**src/rtl/mac_recv_pkg.sv**
```systemverilog
// Shared Ethernet receive definitions: frame constants, FSM state encoding and
// byte-wise helpers for MAC addresses and the reflected CRC-32.
package mac_recv_pkg;

   localparam int ETH_HDR_LEN = 14;
   localparam int ETH_FCS_LEN = 4;
   localparam int ETH_MAC_LEN = 6;

   localparam logic [47:0] BROADCAST_MAC = 48'hFFFF_FFFF_FFFF;
   localparam logic [7:0]  PREAMBLE_BYTE = 8'h55;
   localparam logic [7:0]  SFD_BYTE      = 8'hD5;
   localparam logic [31:0] CRC32_POLY    = 32'hEDB8_8320;

   typedef enum logic [2:0] {
      ST_IDLE,
      ST_PREAMBLE,
      ST_HEADER,
      ST_PAYLOAD,
      ST_DROP
   } state_t;

   // Byte idx of a MAC address in wire order (byte 0 = bits 47:40).
   function automatic logic [7:0] mac_byte(input logic [47:0] mac, input logic [2:0] idx);
      logic [47:0] s;
      s = mac << {idx, 3'b000};
      return s[47:40];
   endfunction

   function automatic logic [31:0] crc32_byte(input logic [31:0] crc, input logic [7:0] data);
      logic [31:0] c;
      c = crc ^ {24'h0, data};
      for (int i = 0; i < 8; i++)
         c = c[0] ? ({1'b0, c[31:1]} ^ CRC32_POLY) : {1'b0, c[31:1]};
      return c;
   endfunction

endpackage

```
**src/rtl/mac_recv_crc32.sv**
```systemverilog
// Ethernet CRC-32 accumulator, one byte per enabled cycle, LSB-first on the wire.
// result is the complemented running CRC, i.e. the FCS value for the bytes so far.
module mac_recv_crc32
   import mac_recv_pkg::*;
(
   input  logic        clock,
   input  logic        reset,
   input  logic        clear,
   input  logic        enable,
   input  logic [7:0]  data,
   output logic [31:0] result
);

   logic [31:0] crc;

   // NOTE: state registers use non-blocking (<=) so every flop samples pre-edge values.
   always_ff @(posedge clock or negedge reset) begin
      if (!reset)
         crc <= '1;
      else if (clear)
         crc <= '1;
      else if (enable)
         crc <= crc32_byte(crc, data);
   end

   assign result = ~crc;

endmodule

```
**src/rtl/mac_recv.sv**
```systemverilog
// Ethernet MAC receiver: preamble/SFD strip, destination filter, header capture,
// FCS-withheld payload stream and one good/bad verdict per accepted frame.
// Build option: define MAC_RECV_PROMISC_EN to accept every destination address.
module mac_recv
   import mac_recv_pkg::*;
#(
   parameter int MAX_FRAME_LEN = 1518,
   parameter int MIN_FRAME_LEN = 64
) (
   input  logic        clock,
   input  logic        reset,
   input  logic        rx_enable,
   input  logic [7:0]  data_in,
   input  logic [47:0] local_mac,
   output logic        active,
   output logic [7:0]  data_out,
   output logic        data_valid,
   output logic [47:0] remote_mac,
   output logic [15:0] ethertype,
   output logic        broadcast,
   output logic        frame_ok,
   output logic        frame_err
);

   localparam int CNT_W = $clog2(MAX_FRAME_LEN + 2);
   localparam logic [CNT_W-1:0] CNT_SAT    = CNT_W'(MAX_FRAME_LEN + 1);
   localparam logic [CNT_W-1:0] CNT_MAX    = CNT_W'(MAX_FRAME_LEN);
   localparam logic [CNT_W-1:0] CNT_MIN    = CNT_W'(MIN_FRAME_LEN);
   localparam logic [CNT_W-1:0] MAC_LAST   = CNT_W'(ETH_MAC_LEN - 1);
   localparam logic [CNT_W-1:0] SRC_LAST   = CNT_W'(2 * ETH_MAC_LEN - 1);
   localparam logic [CNT_W-1:0] HDR_LAST   = CNT_W'(ETH_HDR_LEN - 1);
   localparam logic [CNT_W-1:0] FCS_LEN    = CNT_W'(ETH_FCS_LEN);
   localparam logic [CNT_W-1:0] DATA_FIRST = CNT_W'(ETH_HDR_LEN + ETH_FCS_LEN);

   state_t           state, next_state;
   logic [CNT_W-1:0] count;
   logic [31:0]      line;
   logic [31:0]      crc;
   logic             uni_ok, bc_ok;
   logic             uni_hit, bc_hit, pass;
   logic             sfd, accept, verdict, abort;
   logic             take, crc_clear, crc_enable, good;

   // Match flags accumulate over destination bytes 0-5; the hit terms fold in the current byte.
   assign uni_hit = uni_ok && (data_in == mac_byte(local_mac, count[2:0]));
   assign bc_hit  = bc_ok && (data_in == BROADCAST_MAC[7:0]);
`ifdef MAC_RECV_PROMISC_EN
   assign pass = 1'b1;
`else
   assign pass = uni_hit || bc_hit;
`endif

   assign take       = rx_enable && (state == ST_HEADER || state == ST_PAYLOAD);
   assign crc_clear  = !(state == ST_HEADER || state == ST_PAYLOAD);
   assign crc_enable = take && (count >= FCS_LEN);

   // The delay line holds the FCS once rx_enable drops; first FCS byte sits in line[31:24].
   assign good = (line == {crc[7:0], crc[15:8], crc[23:16], crc[31:24]})
              && (count >= DATA_FIRST) && (count >= CNT_MIN) && (count <= CNT_MAX);

   mac_recv_crc32 u_crc (
      .clock  (clock),
      .reset  (reset),
      .clear  (crc_clear),
      .enable (crc_enable),
      .data   (line[31:24]),
      .result (crc)
   );

   always_ff @(posedge clock or negedge reset) begin
      if (!reset) state <= ST_IDLE;
      else        state <= next_state;
   end

   // NOTE: every always_comb output gets a default first so no path can infer a latch.
   always_comb begin
      next_state = state;
      sfd        = 1'b0;
      accept     = 1'b0;
      verdict    = 1'b0;
      abort      = 1'b0;
      case (state)
         ST_IDLE:
            if (rx_enable && data_in == PREAMBLE_BYTE) next_state = ST_PREAMBLE;
         ST_PREAMBLE:
            if (!rx_enable)
               next_state = ST_IDLE;
            else if (data_in == SFD_BYTE) begin
               next_state = ST_HEADER;
               sfd        = 1'b1;
            end else if (data_in != PREAMBLE_BYTE)
               next_state = ST_DROP;
         ST_HEADER:
            if (!rx_enable) begin
               next_state = ST_IDLE;
               abort      = 1'b1;
            end else if (count == MAC_LAST) begin
               if (pass) accept = 1'b1;
               else      next_state = ST_DROP;
            end else if (count == HDR_LAST)
               next_state = ST_PAYLOAD;
         ST_PAYLOAD:
            if (!rx_enable) begin
               next_state = ST_IDLE;
               verdict    = 1'b1;
            end
         ST_DROP:
            if (!rx_enable) next_state = ST_IDLE;
         default:
            next_state = ST_IDLE;
      endcase
   end

   // NOTE: the 4-byte delay line is plain flops, so it is reset with everything else.
   always_ff @(posedge clock or negedge reset) begin
      if (!reset) begin
         count      <= '0;
         line       <= '0;
         uni_ok     <= 1'b0;
         bc_ok      <= 1'b0;
         active     <= 1'b0;
         data_out   <= '0;
         data_valid <= 1'b0;
         remote_mac <= '0;
         ethertype  <= '0;
         broadcast  <= 1'b0;
         frame_ok   <= 1'b0;
         frame_err  <= 1'b0;
      end else begin
         data_valid <= 1'b0;
         frame_ok   <= 1'b0;
         frame_err  <= 1'b0;
         if (sfd) begin
            count     <= '0;
            uni_ok    <= 1'b1;
            bc_ok     <= 1'b1;
            broadcast <= 1'b0;
         end
         if (take) begin
            line <= {line[23:0], data_in};
            if (count != CNT_SAT) count <= count + 1'b1;
            if (state == ST_HEADER) begin
               if (count <= MAC_LAST) begin
                  uni_ok <= uni_hit;
                  bc_ok  <= bc_hit;
               end else if (count <= SRC_LAST)
                  remote_mac <= {remote_mac[39:0], data_in};
               else
                  ethertype <= {ethertype[7:0], data_in};
            end
            if (state == ST_PAYLOAD && count >= DATA_FIRST) begin
               data_out   <= line[31:24];
               data_valid <= 1'b1;
            end
         end
         if (accept) begin
            active    <= 1'b1;
            broadcast <= bc_hit;
         end
         if (verdict) begin
            frame_ok  <= good;
            frame_err <= !good;
         end
         // active covers the verdict cycle, then drops.
         if (abort || frame_ok || frame_err) active <= 1'b0;
      end
   end

endmodule

```
**config.mk**
```make
export PLATFORM = sky130hd
export DESIGN_NAME = mac_recv
export DESIGN_NICKNAME = d
export VERILOG_FILES = /design/src/rtl/mac_recv_pkg.sv /design/src/rtl/mac_recv_crc32.sv /design/src/rtl/mac_recv.sv
export SDC_FILE = /design/constraint.sdc
export NUM_CORES = 1
export LEC_CHECK = 0
export ABC_AREA = 0
export ABC_CLOCK_PERIOD_IN_PS = 3140
export CAP_MARGIN = 20
export CORE_MARGIN = 5
export CORE_UTILIZATION = 54
export DETAILED_ROUTE_END_ITERATION = 6
export PLACE_DENSITY_LB_ADDON = 0.15
export SYNTH_ARGS = -nofsm -noshare
export SYNTH_HDL_FRONTEND = slang
export SYNTH_SLANG_ARGS = --single-unit
```
**constraint.sdc**
```tcl
create_clock -name clock -period 3.14 [get_ports clock]
set_input_delay 0.471 -clock clock [delete_from_list [all_inputs] [get_ports clock]]
set_output_delay 0.471 -clock clock [all_outputs]
set_load 0.05 [all_outputs]
```
==> results.cfg <==
[setup_path]
regToRegStartpoint = count[0]
critPathLaunchType = flop
critPathMaxFanout = 10
critPathKind = reg2reg
path_cells = mux4_2 > xnor2_1 > nor2_1 > nor4bb_1 > a31oi_1 > nor3_2 > mux2_1
crit_path_max_incr_delay_ps = 650
crit_start = count[0]
cp.arrival_ps = 2980
cpMaxStageDelayCell = dfrtp_1
endpoint_kind = flop
required_ps = 3440

[sta]
tns_ps = 0
grt_setup_unrepaired = no
skew_ps = 9.166
timing.final.crit_period_ps = 2679
tightest_slew_ps = 669.1
max_freq_mhz = 373.2
slew_viol_final = 0
final-hold-violation-count = 0
relSlewSlack_pct = 55.17
finalCritPeriodShare_pct = 85.33
finalSetupViolCount = 0

[placement]
io_buffers = 135
gp_congestion = 0.8875
post-dp-hpwl_um = 13690
place_area_um2 = 9628

[synthesis]
syn_nets = 734
yosys_most_used_dff = dfrtp_1
synth-edff-count = 0
syn_area_um2 = 7981
async_flop_share_pct = 100.0
ys_seq_area_share_pct = 49.73
ys_warn_count = 0
avgSynthCellArea_um2 = 11.93
synth.distinct_cells = 57
synthCells = 669
synth_seq_cells = 157

[cells_and_area]
nFillCells = 1068
num_antenna_cells = 0
area_delta_synth_final_pct = 27.40
final_common_cell = clkdlybuf4s50_1
stdcell_area_um2 = 10170
regArea_um2 = 3969
num-nets-final = 877
multiInputGateArea_um2 = 3845
drive_gt1_share_pct = 25.45
fin_util_pct = 69.96
mostFrequentLayoutCells = clkdlybuf4s50_1, dfrtp_1, mux2_2

[clock_network]
post-cts-setup-buffers = 0
htree_levels = 4
cts_resized = 0
cts_buffers = 17
cts_tree = built
root_buffer = clkbuf_16
cts.path.max_buffers = 2
clk_latency_ps = 430
cts_hold_repair.buffers = 0
clk_pin_slew_ps = 60
cts.sinks = 157

[routing]
route.detailed.drc = 0
drtIter0Drc = 315
top_layer = met4
drt-pass1-iter-count = 5
detail-route-antenna-nets = 0
viasPerCell = 5.528
dr_wl_met2_um = 9264
dr_wl_met3_um = 849
wl_per_cell_um = 18.09
drt-met1-wl_um = 7856
vias = 5578
totalWireLength_um = 18260

[floorplan]
boundaryPins = 136
floorplan.die_area_um2 = 17310
num_rows = 44
initial_utilization_pct = 54.92
fp.dieW_um = 131.6
core_um2 = 14530
die_h_um = 131.6

[power_and_ir_drop]
p_clk_share_pct = 43.6
peakVddDrop_mv = 0.4041
switching_share_pct = 24.61
switchingPower_w = 0.001059
p_comb_share_pct = 7.9
p_per_area_nw_per_um2 = 423.0
internal_power_w = 0.003243
p_seq_share_pct = 48.5
power.leakage_nw = 4.385

[global_routing]
antenna_found_initial = 0
grtUsageTotal_pct = 21.60
grt_overflow = 0
grt_pass1_vias = 5857
grt_pass1_wl_um = 30750
grt_max_degree = 75

[worst_hold_path]
hp-class = in2async

[run]
drv_cap = 0

[status]
status = complete, no violations
-- flip-flops by register name, summed over array words and instances (netlist names), 3 cells and up --
register    flops
state           3
u_crc.crc      32
data_out        8
ethertype      16
count          11
line           32
remote_mac     48
-- worst max-delay path: cells and delay by family, from the launching register on --
family | cells | cell delay [ps]
XOR/XNOR | 1 | 160
AO/OA/AOI/OAI | 1 | 150
flip-flops | 1 | 650
AND/OR/NAND/NOR | 3 | 660
multiplexers | 2 | 940
-- metal layers --
layer  vias up  GRT usage, %
met5         -             0
met4         0         5.371
met3        20         4.893
met2       147         37.16
met1      2760         27.83
li1       2651             -
-- power by group through the flow --
stage	combinational, W	sequential, W	clock (W)
floorplan	0.000191	0.00210	0
CTS	0.000344	0.00208	0.00191
detailed placement	0.000342	0.00212	0
global route	0.000380	0.00209	0.00200
finish	0.000340	0.00209	0.00188
global placement	0.000334	0.00212	0
-- per-stage QoR --
stage,instances,hold WS [ps],setup WS (ps),power [W]
floorplan,669,175.4,797.9,0.002286
global placement,976,472.3,226.5,0.002453
detailed placement,977,480.6,146.1,0.002463
CTS,1009,85.84,438.0,0.004339
global route,1009,128.4,218.6,0.004467
finish,1009,59.80,460.6,0.004302
-- synth_stat cells, types with 2 or more instances --
library cell  number  share of area, %
o211ai_1           3              0.28
nand3b_1           3              0.28
xnor2_2            6               1.2
nor2b_1            4              0.31
mux2_1             9               1.3
mux2_2           100                14
dfrtp_1          125                39
o211a_1            2              0.25
nor2_1            29               1.4
and2_1             3              0.24
o31a_1             3              0.33
nand2_1           26               1.2
buf_2              3              0.19
mux2i_1           11               1.4
o21ai_1            3              0.19
buf_1              6              0.28
xor2_2             6               1.2
a21oi_1           33               2.1
xor2_1            25               2.7
nor4_1             9              0.71
nand2b_1           4              0.31
xnor2_1           76               8.3
a31oi_1            3              0.24
clkbuf_1          22               1.0
dfstp_2           32                11
a22oi_1            2              0.19
o21ai_0           16               1.0
nand4_1            5              0.39
nor3_2             2              0.25
mux4_2             5               1.4
nor3_1            37               2.3
or3_1              3              0.24
and3_1             3              0.24
ha_1               6              0.94
inv_1             10              0.47
nand3_1           13              0.82
-- final cells by class --
type	instances	area share (%)
sequential	157	39.03
multi-input combinational	468	37.81
timing repair buffer	157	15.17
clock buffer	17	4.184
tap	184	2.264
clock inverter	15	1.132
inverter	11	0.4061
-- logic make-up after synthesis --
| group | count (synthesis) | share of synthesized area (%) |
|---|---|---|
| AOI/OAI and AO/OA | 78 | 5.973 |
| adders and majority gates | 6 | 0.9406 |
| DFF | 157 | 49.73 |
| and+or+nand+nor | 146 | 9.406 |
| buffers and inverters | 44 | 2.257 |
| xor gates and xnor gates | 113 | 13.53 |
| muxes | 125 | 18.17 |
-- worst paths after layout --
path                                  endpoint  slack, ps  cells after the start
worst min-delay path                  line[30]         60                      1
worst max-delay path                  state[1]        460                      7
worst min register to register  remote_mac[44]        490                      1
min in group clock              remote_mac[44]        490                      1
max in group asynchronous        remote_mac[5]       2220                      2
worst max register to register        state[1]        460                      7
Power figures use the tool's default switching activity.
